[src/rtl/sram_prefetch_fifo.sv]
// SRAM-backed valid/ready FIFO with a 2-entry prefetch head stage. An empty FIFO shows a push 1 cycle later; memory entries take 2 cycles.
// in_ready drops only at level==CAP and is independent of out_ready. A push and a pop can occur in the same cycle.
module sram_prefetch_fifo #(
    parameter int WIDTH     = 32,
    parameter int DEPTH     = 100,
    parameter int AF_THRESH = DEPTH,
    parameter int AE_THRESH = 1,
    parameter int CNT_W     = $clog2(DEPTH + 3)
) (
    input  logic             clk,
    input  logic             rstn,
    input  logic             flush,
    input  logic             in_valid,
    output logic             in_ready,
    input  logic [WIDTH-1:0] in_data,
    output logic             out_valid,
    input  logic             out_ready,
    output logic [WIDTH-1:0] out_data,
    output logic [CNT_W-1:0] level,
    output logic             full,
    output logic             empty,
    output logic             almost_full,
    output logic             almost_empty
);

    localparam int CAP   = DEPTH + 2;
    localparam int PTR_W = (DEPTH > 1) ? $clog2(DEPTH) : 1;

    logic [WIDTH-1:0] mem [DEPTH];
    logic [WIDTH-1:0] mem_rd_q, mem_rd_d;

    logic [PTR_W-1:0] wptr_q, wptr_d, rptr_q, rptr_d;
    logic [CNT_W-1:0] mem_cnt_q, mem_cnt_d;
    logic [CNT_W-1:0] level_q, level_d;
    logic             rd_inflight_q, rd_inflight_d;
    logic [1:0]       os_cnt_q, os_cnt_d;
    logic [WIDTH-1:0] os_dat_q [2];
    logic [WIDTH-1:0] os_dat_d [2];

    logic       push, pop, bypass, mem_wr, rd_issue;
    logic [2:0] os_proj;
    logic [1:0] os_fill;

    assign full         = (level_q == CNT_W'(CAP));
    assign empty        = (level_q == '0);
    assign in_ready     = ~full;
    assign almost_full  = (int'(level_q) >= AF_THRESH);
    assign almost_empty = (int'(level_q) <= AE_THRESH);
    assign level        = level_q;
    assign out_valid    = (os_cnt_q != 2'd0);
    assign out_data     = os_dat_q[0];

    always_comb begin
        push     = in_valid & in_ready & ~flush;
        pop      = out_valid & out_ready & ~flush;
        // Bypass only while nothing older sits in memory or in the read pipe.
        bypass   = push & (mem_cnt_q == '0) & ~rd_inflight_q & (os_cnt_q != 2'd2);
        mem_wr   = push & ~bypass;
        os_proj  = 3'(os_cnt_q) + 3'(rd_inflight_q) - 3'(pop);
        rd_issue = ~flush & (mem_cnt_q != '0) & (os_proj < 3'd2);
        mem_rd_d = mem[rptr_q];

        wptr_d = wptr_q;
        if (mem_wr) begin
            wptr_d = (wptr_q == PTR_W'(DEPTH - 1)) ? '0 : wptr_q + PTR_W'(1);
        end
        rptr_d = rptr_q;
        if (rd_issue) begin
            rptr_d = (rptr_q == PTR_W'(DEPTH - 1)) ? '0 : rptr_q + PTR_W'(1);
        end

        mem_cnt_d     = mem_cnt_q + CNT_W'(mem_wr) - CNT_W'(rd_issue);
        level_d       = level_q + CNT_W'(push) - CNT_W'(pop);
        rd_inflight_d = rd_issue;

        // Shift on pop, then append the returning read, then the bypassed push.
        os_dat_d = os_dat_q;
        os_fill  = os_cnt_q;
        if (pop) begin
            os_dat_d[0] = os_dat_q[1];
            os_fill     = os_cnt_q - 2'd1;
        end
        if (rd_inflight_q) begin
            os_dat_d[os_fill[0]] = mem_rd_q;
            os_fill              = os_fill + 2'd1;
        end
        if (bypass) begin
            os_dat_d[os_fill[0]] = in_data;
            os_fill              = os_fill + 2'd1;
        end
        os_cnt_d = os_fill;

        if (flush) begin
            wptr_d        = '0;
            rptr_d        = '0;
            mem_cnt_d     = '0;
            level_d       = '0;
            rd_inflight_d = 1'b0;
            os_cnt_d      = 2'd0;
            os_dat_d[0]   = '0;
            os_dat_d[1]   = '0;
        end
    end

    // Storage array and its read register carry no reset; validity lives in the counters.
    always_ff @(posedge clk) begin
        if (mem_wr) begin
            mem[wptr_q] <= in_data;
        end
        if (rd_issue) begin
            mem_rd_q <= mem_rd_d;
        end
    end

    always_ff @(posedge clk or negedge rstn) begin
        if (!rstn) begin
            wptr_q        <= '0;
            rptr_q        <= '0;
            mem_cnt_q     <= '0;
            level_q       <= '0;
            rd_inflight_q <= 1'b0;
            os_cnt_q      <= 2'd0;
            os_dat_q[0]   <= '0;
            os_dat_q[1]   <= '0;
        end else begin
            wptr_q        <= wptr_d;
            rptr_q        <= rptr_d;
            mem_cnt_q     <= mem_cnt_d;
            level_q       <= level_d;
            rd_inflight_q <= rd_inflight_d;
            os_cnt_q      <= os_cnt_d;
            os_dat_q[0]   <= os_dat_d[0];
            os_dat_q[1]   <= os_dat_d[1];
        end
    end

endmodule

[config.mk]
export PLATFORM = sky130hd
export DESIGN_NAME = sram_prefetch_fifo
export DESIGN_NICKNAME = d
export VERILOG_FILES = /design/src/rtl/sram_prefetch_fifo.sv
export SDC_FILE = /design/constraint.sdc
export NUM_CORES = 2
export LEC_CHECK = 0
export CAP_MARGIN = 5
export CELL_PAD_IN_SITES_DETAIL_PLACEMENT = 1
export CELL_PAD_IN_SITES_GLOBAL_PLACEMENT = 2
export CORE_AREA = 2 2 508 510
export DETAILED_ROUTE_END_ITERATION = 16
export DIE_AREA = 0 0 510 512
export PLACE_DENSITY_LB_ADDON = 0.1
export SKIP_CTS_REPAIR_TIMING = 1
export SLEW_MARGIN = 20
export SYNTH_ARGS = -nofsm -noshare
export SYNTH_HDL_FRONTEND = slang
export SYNTH_SLANG_ARGS = --single-unit
export TNS_END_PERCENT = 5
[constraint.sdc]
create_clock -name clk -period 5.83 [get_ports clk]
set_input_delay 1.166 -clock clk [delete_from_list [all_inputs] [get_ports clk]]
set_output_delay 1.166 -clock clk [all_outputs]
set_load 0.03 [all_outputs]
* Yosys cells after proc, flatten, opt, wreduce, memory -nomap -nowiden
Memories as Yosys holds them, arrays and structs flattened. A register that Yosys moved wholly into a read port is not among the register bits. Cells that the tools add are included.
Storage, ports and cells: flip-flop bits (word level) 95, bits in latches 0, bits in writable memories 3200, memory bits (read-only) 0, input port bits 37, output and inout bits 45, word-level logic and storage cells 80, memories kept 1
Operators by class: add/subtract/negate cells 11, $mul 0, divide/modulo/power cells 0, $lt $le $gt $ge 7, equal/unequal tests 4, shifts and indexed selects 0, muxes and demuxes 25, bitwise operators 16, reduce and logical (&&, ||, !) cells 8
Memory list:
- mem | words 100, bits a word 32, read ports 1, clocked after memory_dff 1, wr ports 1, line 29 | logic [WIDTH-1:0] mem [DEPTH];
Operator list (count):
- $mux 64 | 3
- $bwmux 64 | 2
- $mux 32 | 3
- $demux 32 s1 | 2
- $mux 7 | 8
- $eq 7x7->1 const B | 3
- $add 7x1->7 | 2
- $add 7x1->7 const B | 2
- $logic_not 7->1 | 2
- $sub 7x1->7 | 2
- $and 1x1->1 | 10
- $mux 2 | 4
- $ge 7x7->1 const B | 1
- $le 7x1->1 const B | 1
- $reduce_bool 7->1 | 1
- $reduce_bool 2->1 | 3
- $add 2x1->2 const B | 2
- $ge 2x2->1 const B | 2
- $lt 2x1->1 const B | 2
- $not 1->1 | 4
- $not 1->2 | 2
- $add 2x1->3 | 1
- $lt 3x2->1 const B | 1
- $mux 1 | 3
- other kinds (4) | 5

* Longest topological paths before layout
depth in word-level cells 14, gate-level depth with buffers 21, depth with buffers taken out 20

* Worst setup path before layout
OpenSTA, ideal clock, no wires.
path type input to register, from input flush, to register mem_cnt_q[6], setup time 0.137 ns, arrival 5.217 ns, data required time 5.693 ns, setup slack 0.477 ns, stages on the path 19, path buffers 1, cell sequence nor3b_1 -> buf_1 -> xnor2_1 -> inv_1 -> ha_1 -> inv_1 -> fa_1 -> xnor2_1 -> o2111a_1 -> xnor2_1 -> ha_1 -> inv_1 -> fa_1 -> nand2b_1 -> a21oi_1 -> o21ai_0 -> a21oi_1 -> or3_1 -> a21oi_1
Between the ends: elaborated cells between the ends (all ways) 15, those cells by class add/sub: 3; order compare: 1; mux: 1; bitwise: 10
RTL lines:
- start, declared | line 12 | input logic flush,
- $not 1->1 (*) | line 55, 60
- $and 1x1->1 | line 55 | pop = out_valid & out_ready & ~flush;
- $sub 3x1->3 | line 59 | os_proj = 3'(os_cnt_q) + 3'(rd_inflight_q) - 3'(pop);
- $lt 3x2->1 | line 60 | rd_issue = ~flush & (mem_cnt_q != '0) & (os_proj < 3'd2);
- $and 1x1->1 (*) | line 60
- named net rd_issue | line 40 | logic push, pop, bypass, mem_wr, rd_issue;
- $sub 7x1->7 (*) | line 72 | mem_cnt_d = mem_cnt_q + CNT_W'(mem_wr) - CNT_W'(rd_issue);
- $mux 7 (*) | line 93 | if (flush) begin
- named net mem_cnt_d[6] | line 33 | logic [CNT_W-1:0] mem_cnt_q, mem_cnt_d;
- end signal, assigned | line 128 | mem_cnt_q <= mem_cnt_d;
- end, declared | line 33
The timed path passes the listed nets; every way through them passes the cells marked *. A chain may end at the register's enable or synchronous reset.

==> results.json <==
{
  "cp-start-kind": "flop",
  "worst_ep_required_time_ns": 6.53,
  "clock-root-buffer": "clkbuf_16",
  "synth_mux_area_frac": 0.162,
  "fin_crit_ns": 4.52,
  "ant_nets": 0,
  "setup_viol": 0,
  "ios": 82,
  "final_area_mm2": 0.148,
  "area_delta_synth_final_pct": 13.8,
  "rsz0062_at_grt": "false",
  "nets": 6581,
  "numCtsBuffers": 360,
  "final_common_cell": "edfxtp_1",
  "port_buffers": 81,
  "synth_top_family_by_area": "multiplexers",
  "layout-drive-gt1-share": 0.251,
  "cts_tree": "built",
  "synthXorXnorAreaFrac": 0.000945,
  "drtIter0Drc": 7681,
  "leakage_nw": 46.6,
  "pre_cts_ws_ns": 0.738,
  "finalHoldViolations": 0,
  "max_freq_ghz": 0.221,
  "fin_ws_ns": 1.31,
  "grt_overflow": 0,
  "synth-compound-area-share": 0.0321,
  "max-vdd-ir-drop_mv": 0.368,
  "ys_ff_latch": 3327,
  "cts_buffer_depth": 4,
  "path_class": "reg -> reg",
  "multi_input_comb_area_mm2": 0.0288,
  "grt_pass1_wl_um": 534000,
  "start_util": 0.507,
  "area.sequential_mm2": 0.0995,
  "pwr-share-comb": 0.180,
  "drt_wl_total_um": 380000,
  "pwr_density_cell_mw_per_mm2": 407,
  "insertion_delay_ns": 0.99,
  "nFillCells": 21400,
  "status": "finished clean",
  "wl_per_cell_um": 37.4,
  "fin_cells": 10200,
  "die_y_um": 512,
  "grt_pass1_vias": 67800,
  "synth_edf_count": 3232,
  "maxCapViolCount": 0,
  "gp_congestion": 0.850,
  "num_rows": 186,
  "dieArea_mm2": 0.261,
  "slew_headroom": 0.194,
  "die_x_um": 510,
  "cts.sinks": 3327,
  "placed_cell_area_mm2": 0.136,
  "netlist_area_mm2": 0.130,
  "crit_fanout": 30,
  "synthAdderAreaFrac": 0.00326,
  "period_share": 0.775,
  "drt_first_pass_iters": 6,
  "yosysWarningCount": 0,
  "finalClockSkew_ns": 0.0652,
  "grt_max_degree": 102,
  "async_flop_share": 0.0286,
  "htree_num_levels": 5,
  "yosys.cell_types.count": 68,
  "num_vias": 65300,
  "grtUsageTotal": 0.294,
  "tns_ns": 0,
  "via_per_inst": 6.42,
  "synth-seq-area-share": 0.767,
  "critPathCaptureType": "flop",
  "cp.arrival_ns": 5.22,
  "synthFlopType": "edfxtp_1",
  "syn_avg_cell_area_um2": 21.2,
  "antenna_found_initial": 21,
  "syn_nets": 6201,
  "worst_pin_slew_ns": 1.20,
  "switchingPower_mw": 16.0,
  "internal_power_mw": 44.1,
  "drc": 0,
  "dp_hpwl_um": 225000,
  "syn_inst": 6132,
  "swShare": 0.266,
  "maxSlewViolCount": 0,
  "finish.utilization": 0.577,
  "clkPwrFrac": 0.368,
  "placed_cells_incl_taps": 9534,
  "clk_pin_slew_ns": 0.06,
  "p_seq_frac": 0.452,
  "synthSimpleGateAreaFrac": 0.0173,
  "core_mm2": 0.256,
  "hold_path.class": "in -> async",
  "final_cell_mix": "3232 x edfxtp_1, 702 x mux4_2, 483 x mux2i_1, 361 x clkbuf_16, 290 x buf_4"
}
-- power groups by stage --
stage	clock, mW	combinational (mW)	sequential (mW)
4_1_cts	22.4	10.9	27.1
2_1_floorplan	0	7.15	27.4
5_1_grt	23.2	11.4	27.2
3_5_place_dp	0	10.9	27.7
3_3_place_gp	0	10.7	27.7
6_report	22.1	10.8	27.1
-- path summary, 6_finish.rpt --
kind	startpoint	depth (start not counted)	endpoint	slack [ns]
max	rptr_q[0]$_DFFE_PN0P_	8	mem_rd_q[23]$_DFFE_PP_	1.31
min	rstn	1	os_dat_q[25]$_DFF_PN0_	0.21
max reg2reg	rptr_q[0]$_DFFE_PN0P_	8	mem_rd_q[23]$_DFFE_PP_	1.31
min reg2reg	wptr_q[4]$_DFFE_PN0P_	1	wptr_q[4]$_DFFE_PN0P_	0.62
max in group asynchronous	rstn	2	out_data[8]$_DFF_PN0_	4.41
min in group clk	in_data[23]	3	os_dat_q[23]$_DFF_PN0_	0.50
-- synthesized netlist by cell type (all sizes together), types with 32 or more instances --
library cell	instances	share of area
a22oi	125	0.0072
nand2	194	0.0056
a211oi	47	0.0027
nor2	199	0.0058
mux4	702	0.12
mux2i	483	0.037
o21ai	65	0.0025
edfxtp	3232	0.75
o211ai	45	0.0026
clkbuf	108	0.0031
a221oi	39	0.0026
inv	32	0.00093
dfrtp	95	0.018
a21oi	153	0.0059
buf	268	0.014
a31oi	34	0.0016
-- worst max-delay path, cell delays in order, from the launching register on --
cell and delay (ns):
dfrtp_4 0.77, buf_12 0.33, buf_12 0.29, buf_4 0.40, mux4_2 0.55, a2111oi_1 0.80
o21ai_0 0.14, and3_1 0.33, a221o_1 0.44
-- through the flow --
stage	hold WS, ns	total power, mW
5_1_grt	0.230	61.8
3_3_place_gp	0.551	38.4
6_report	0.207	60.1
3_5_place_dp	0.562	38.5
4_1_cts	0.178	60.5
2_1_floorplan	0.495	34.5
-- per-layer routing --
layer	track usage	share of wire	vias up
li1	-	-	26300
met1	0.417	0.41	35700
met2	0.465	0.48	2769
met3	0.0542	0.079	518
met4	0.0913	0.033	4
met5	0	0.000071	-
-- flip-flops by register name (all words and copies together), names as in the netlist --
| name | count |
|---|---|
| mem_rd_q | 32 |
| wptr_q | 7 |
| mem | 3200 |
| mem_cnt_q | 7 |
| level | 7 |
| os_cnt_q | 2 |
| os_dat_q | 32 |
| rptr_q | 7 |
| out_data | 32 |
| rd_inflight_q | 1 |
-- kinds of logic after synthesis --
| group | count (synthesis) |
|---|---|
| xor+xnor | 14 |
| compound gates | 617 |
| fa+ha+maj | 32 |
| simple gates | 519 |
| flops | 3327 |
| mux | 1214 |
| buf+inv | 409 |
-- final cells by class --
type	instances	area share
clock inverter	194	0.0125
timing repair buffer	394	0.0256
tap	3384	0.0287
sequential	3327	0.674
multi-input combinational	2396	0.195
antenna	5	0.0000848
inverter	33	0.000890
clock buffer	443	0.0634
(Power assumes the default switching activity.)
